<file path="src/rtl/br_result_update_queue_pkg.sv">
// Shared fetch-unit types: the queued branch-result record and the PHT index
// that is derived from a branch address.
package FetchUnitTypes;

  localparam int ADDR_W = 32;
  localparam int IDX_W = 10;
  localparam int PREV_W = 16;
  localparam int BR_UPDATE_QUEUE_DEPTH = 8;

  typedef struct packed {
    logic [ADDR_W-1:0] addr;
    logic              taken;
    logic              mispred;
    logic              cond;
    logic [PREV_W-1:0] prev;
  } BrResultEntry;

  // Word-aligned branch address bits select the PHT counter.
  function automatic logic [IDX_W-1:0] phtIndex(input logic [ADDR_W-1:0] addr);
    return addr[IDX_W+1:2];
  endfunction

endpackage

</file>
<file path="src/rtl/br_result_update_queue_select.sv">
// Picks how many queued results leave this cycle. Delivery stops at the first
// PHT index collision or right after a mispredicted conditional branch.
module br_update_select
  import FetchUnitTypes::*;
#(
  parameter int WIDTH = 2
) (
  input  BrResultEntry     slotEntry [WIDTH],
  input  logic [WIDTH-1:0] slotPresent,
  output logic [WIDTH-1:0] slotValid,
  output logic             conflict
);

  logic hit;

  // NOTE: every output is given a default before the loop so no path leaves
  // a variable unassigned, which would otherwise infer a latch.
  always_comb begin
    slotValid    = '0;
    conflict     = 1'b0;
    hit          = 1'b0;
    slotValid[0] = slotPresent[0];
    for (int k = 1; k < WIDTH; k++) begin
      hit = 1'b0;
      for (int j = 0; j < k; j++) begin
        if (phtIndex(slotEntry[j].addr) == phtIndex(slotEntry[k].addr)) hit = 1'b1;
      end
      // A mispredicted conditional closes the window before any index compare,
      // so it is never counted as a conflict.
      if (slotPresent[k] && slotValid[k-1] &&
          !(slotEntry[k-1].mispred && slotEntry[k-1].cond)) begin
        if (hit) conflict = 1'b1;
        else     slotValid[k] = 1'b1;
      end
    end
  end

endmodule

</file>
<file path="src/rtl/br_result_update_queue.sv">
// Queue of resolved branch results feeding the predictor update ports, in order,
// with no two same-cycle deliveries sharing a PHT index.
module br_result_update_queue
  import FetchUnitTypes::*;
#(
  parameter int WIDTH  = 2,
  parameter int DEPTH  = BR_UPDATE_QUEUE_DEPTH,
  parameter int STAT_W = 16
) (
  input  logic                     clk,
  input  logic                     rst,
  input  logic [WIDTH-1:0]         in_valid,
  input  logic [WIDTH*ADDR_W-1:0]  in_addr,
  input  logic [WIDTH-1:0]         in_taken,
  input  logic [WIDTH-1:0]         in_mispred,
  input  logic [WIDTH-1:0]         in_cond,
  input  logic [WIDTH*PREV_W-1:0]  in_prev,
  output logic                     in_ready,
  output logic [WIDTH-1:0]         out_valid,
  output logic [WIDTH*ADDR_W-1:0]  out_addr,
  output logic [WIDTH-1:0]         out_taken,
  output logic [WIDTH-1:0]         out_mispred,
  output logic [WIDTH-1:0]         out_cond,
  output logic [WIDTH*PREV_W-1:0]  out_prev,
  output logic                     out_any_mispred,
  output logic [STAT_W-1:0]        conflict_stalls
);

  localparam int LANE_W = $clog2(DEPTH);
  localparam int PTR_W  = LANE_W + 1;

  BrResultEntry     mem [DEPTH];
  BrResultEntry     laneEntry [WIDTH];
  BrResultEntry     slotEntry [WIDTH];
  logic [PTR_W-1:0] head, tail, count, pushCnt, popCnt;
  logic [PTR_W-1:0] wrOffset [WIDTH];
  logic [LANE_W-1:0] wrAddr [WIDTH];
  logic [LANE_W-1:0] rdAddr [WIDTH];
  logic [WIDTH-1:0] slotPresent, selValid;
  logic             conflict;

  // The wrap bit makes tail - head the occupancy even when the lanes alias.
  assign count    = tail - head;
  assign in_ready = (PTR_W'(DEPTH) - count) >= PTR_W'(WIDTH);

  always_comb begin
    pushCnt = '0;
    popCnt  = '0;
    for (int i = 0; i < WIDTH; i++) begin
      wrOffset[i]  = pushCnt;
      wrAddr[i]    = LANE_W'(tail + pushCnt);
      pushCnt      = pushCnt + PTR_W'(in_valid[i]);
      laneEntry[i] = '{addr:    in_addr[i*ADDR_W +: ADDR_W],
                       taken:   in_taken[i],
                       mispred: in_mispred[i],
                       cond:    in_cond[i],
                       prev:    in_prev[i*PREV_W +: PREV_W]};
      rdAddr[i]      = LANE_W'(head + PTR_W'(i));
      slotEntry[i]   = mem[rdAddr[i]];
      slotPresent[i] = count > PTR_W'(i);
      popCnt         = popCnt + PTR_W'(selValid[i]);
    end
  end

  br_update_select #(.WIDTH(WIDTH)) u_select (
    .slotEntry  (slotEntry),
    .slotPresent(slotPresent),
    .slotValid  (selValid),
    .conflict   (conflict)
  );

  // NOTE: state uses non-blocking assignments so every register samples the
  // pre-edge values, independent of statement order.
  always_ff @(posedge clk) begin
    if (rst) begin
      head            <= '0;
      tail            <= '0;
      conflict_stalls <= '0;
    end else begin
      head <= head + popCnt;
      if (in_ready) tail <= tail + pushCnt;
      if (conflict && !(&conflict_stalls)) conflict_stalls <= conflict_stalls + STAT_W'(1);
    end
  end

  // NOTE: the storage array has no reset; occupancy comes from the pointers,
  // so stale contents are never delivered.
  always_ff @(posedge clk) begin
    for (int i = 0; i < WIDTH; i++) begin
      if (!rst && in_ready && in_valid[i]) mem[wrAddr[i]] <= laneEntry[i];
    end
  end

  always_comb begin
    out_valid   = selValid;
    out_addr    = '0;
    out_taken   = '0;
    out_mispred = '0;
    out_cond    = '0;
    out_prev    = '0;
    for (int k = 0; k < WIDTH; k++) begin
      out_addr[k*ADDR_W +: ADDR_W] = slotEntry[k].addr;
      out_taken[k]                 = slotEntry[k].taken;
      out_mispred[k]               = slotEntry[k].mispred;
      out_cond[k]                  = slotEntry[k].cond;
      out_prev[k*PREV_W +: PREV_W] = slotEntry[k].prev;
    end
    out_any_mispred = |(selValid & out_mispred);
  end

  // Producers must hold off while the queue cannot take a full lane group.
  noPushWhenFull: assert property (@(posedge clk) disable iff (rst)
    !((|in_valid) && !in_ready));

endmodule

</file>
<file path="config.mk">
export PLATFORM = sky130hd
export DESIGN_NAME = br_result_update_queue
export DESIGN_NICKNAME = d
export VERILOG_FILES = /design/src/rtl/br_result_update_queue_pkg.sv /design/src/rtl/br_result_update_queue_select.sv /design/src/rtl/br_result_update_queue.sv
export SDC_FILE = /design/constraint.sdc
export NUM_CORES = 1
export LEC_CHECK = 0
export ABC_AREA = 1
export BUFFER_PORTS_ARGS = -buffer_cell sky130_fd_sc_hd__buf_2
export CAP_MARGIN = 20
export CORE_ASPECT_RATIO = 1.5
export CORE_MARGIN = 8
export CORE_UTILIZATION = 40
export CTS_CLUSTER_SIZE = 12
export DETAILED_ROUTE_END_ITERATION = 10
export PLACE_DENSITY_LB_ADDON = 0.12
export SLEW_MARGIN = 25
export SYNTH_ARGS = -nofsm -noshare
export SYNTH_HDL_FRONTEND = slang
export SYNTH_SLANG_ARGS = --single-unit
</file>
<file path="constraint.sdc">
create_clock -name clk -period 14.2 [get_ports clk]
set_clock_uncertainty 0.1 [all_clocks]
set_input_delay 2.84 -clock clk [delete_from_list [all_inputs] [get_ports clk]]
set_output_delay 2.84 -clock clk [all_outputs]
set_load 0.005 [all_outputs]
</file>
==> run_results.csv <==
group,metric,value,unit
status,status,"finished, final reports clean",
timing,min_period,8010,ps
floorplan,core,66200,µm²
route,drt_iter0_drc,2391,
cells_and_area,final_cell_mix,"nand2_1 (896), o21ai_0 (605), edfxtp_1 (408)",
cells_and_area,layout-drive-gt1-share,0.106,
power,power,0.00635,W
yosys,synth-compound-area-share,0.220,
clocking,cts_max_level,2,
timing,maxSlewHeadroom,0.283,
clocking,clock-root-buffer,"clkbuf_16",
cells_and_area,mostFrequentLayoutCell,"nand2_1",
yosys,yosys.area.top_type_share,0.461,
route,vias_per_cell,5.59,
yosys,yosysTopAreaCell,"edfxtp_1",
yosys,syn_inst,3451,
worst_setup_path,critPathLaunchType,"flip-flop",
global_routing,grt_overflow_total,0,
floorplan,top_level_ports,228,
clocking,cts_repair_resize_count,0,
worst_setup_path,r2r_start,"head[1]$_SDFF_PP0_",
clocking,cts_hold_buf,0,
yosys,synth_area_leaders,"edfxtp_1 (46%), nand2_1 (13%), o21ai_0 (11%)",
global_routing,grtUsageTotal,0.238,
timing,tns,0,ps
placement,gp_congestion,0.844,
timing,setup-violations-final,0,
power,pwr_density_cell,216,nW/µm²
clocking,cts_buffers,47,
placement,hpwl,53.5,mm
cells_and_area,fin_nets,3582,
yosys,yosysSeqAreaShare,0.479,
route,drcViolationCount,0,
run,max-cap-violations,0,
worst_setup_path,critical_path_class,"flip-flop to output pin",
timing,worst_pin_slew,1080,ps
clocking,clk_pin_slew,60,ps
route,num_vias,24482,
yosys,synth_top_family_by_area,"compound AO/OA/AOI/OAI gates",
timing,max_freq,125,MHz
worst_setup_path,slowest_stage,"buf_4",
yosys,yosysUniqueCellTypes,40,
worst_setup_path,cp_data_required_time,11260,ps
yosys,synth-seq-cells,432,
timing,period_share,0.564,
yosys,synthAdderAreaFrac,0.00791,
placement,portBuffers,227,
worst_hold_path,worstHoldPathType,"flip-flop to flip-flop",
yosys,syn_area_per_cell,7.70,µm²
timing,hold_violations,0,
timing,rsz0062_at_grt,"no",
worst_setup_path,cp_top_family,"buffers and inverters",
worst_setup_path,critical_path.max_stage_delay,720,ps
power,ir_drop,160,µV
clocking,cts_setup_buffers,0,
cells_and_area,syn_to_final_growth,10.5,%
clocking,cts_tree,"yes",
route,wl,92.1,mm
floorplan,initial_core_util,0.402,
global_routing,grt_pass1_vias,23466,
clocking,clkSinkCount,432,
yosys,synth_area,26600,µm²
floorplan,fp.dieH,332,µm
worst_hold_path,hold_start,"head[3]$_SDFF_PP0_",
floorplan,placementRows,116,
yosys,synth_xor_xnor_area_share,0.00282,
clocking,clk_latency,600,ps
power,leakagePower,12.5,nW
worst_setup_path,crit_path_start,"head[0]$_SDFF_PP0_",
route,dr.pass1.iters,8,
global_routing,grt_max_degree,282,
yosys,yosys.area_share.simple,0.190,
worst_setup_path,endpoint_kind,"output pin",
worst_setup_path,crit_path_frequent_cell,"nand2_1",
yosys,ys_warn_count,0,
worst_setup_path,cp_cell_sequence,"inv_8, buf_4, buf_4, nand2_1, nand3_1, nand3_1, nand2_1, inv_1, nand2_1, nand2_1, nor2_1, nand2_1, nor2_4, inv_2, nand2_1, inv_2, nand2_1, nand2_1, buf_2",
global_routing,grt_antenna_before_repair,9,
worst_setup_path,critical_path_arrival,5070,ps
route,post_drt_wl_per_cell,21.0,µm
floorplan,dieArea,75100,µm²
yosys,synthMuxAreaShare,0,
worst_setup_path,cp_max_fo,183,
floorplan,die_x,226,µm
clocking,clockBufferDepth,3,
worst_setup_path,cp_num_buf_inv,7,
yosys,syn_nets,3572,
global_routing,grt_pass1_wl,139,mm
timing,drv_slew,0,
route,final_antenna_net_count,0,
## layer usage
metal,up-vias,part of all wire,track usage
li1,11696,-,-
met1,11554,0.41,0.293
met2,1003,0.48,0.409
met3,219,0.074,0.0414
met4,10,0.035,0.0929
met5,-,0.00062,0
## power breakdown
part           internal (W)  switching (W)  leakage [nW]
combinational       0.00103        0.00237          7.84
clock              0.000696       0.000537         0.720
sequential          0.00163      0.0000849          3.90
## cells in the mapped netlist (all sizes together)
library cell	number
xnor2	3
or2	2
o31ai	8
a21oi	212
dfxtp	24
ha	12
nand3	126
buf	208
a31oi	80
nand4	19
o21a	2
inv	313
and3b	1
edfxtp	408
xor2	3
nand2	905
o21ai	751
nor2	208
nor4	2
o211ai	56
clkbuf	100
nor3	3
nand3b	2
fa	3
## layout make-up
class / instances / area, µm²
multi-input combinational: 2398 / 11400
sequential: 432 / 12700
inverter: 313 / 1180
tap: 885 / 1110
antenna: 2 / 5.00
clock buffer: 65 / 1310
timing repair buffer: 269 / 1520
clock inverter: 17 / 158
fill: 6648 / 36800
## worst paths after layout
kind	endpoint	slack [ps]	cells after the start
max reg2reg	mem[1][15]$_DFFE_PP_	8140	12
min	head[3]$_SDFF_PP0_	380	1
max	out_any_mispred	6190	19
min reg2reg	head[3]$_SDFF_PP0_	380	1
## registers in the layout, summed over array words and instances, names as in the netlist
register and flops:
head 4, mem 408, conflict_stalls 16, tail 4
## logic make-up after synthesis
| group | Yosys count |
|---|---|
| and+or+nand+nor | 1268 |
| AOI/OAI and AO/OA | 1109 |
| buffers and inverters | 621 |
| DFF | 432 |
| adders and majority gates | 15 |
| xor gates and xnor gates | 6 |
## per-stage QoR
step	utilization	worst slack, ps	hold WS [ps]	instances	area (µm²)
floorplan	-	6560	342	3451	26600
global placement	0.420	6590	364	4293	27800
detailed placement	0.421	6810	363	4294	27800
CTS	0.443	6150	383	4376	29300
global route	0.444	5750	393	4380	29400
finish	0.444	6190	380	4381	29400
(Power assumes the default switching activity.)
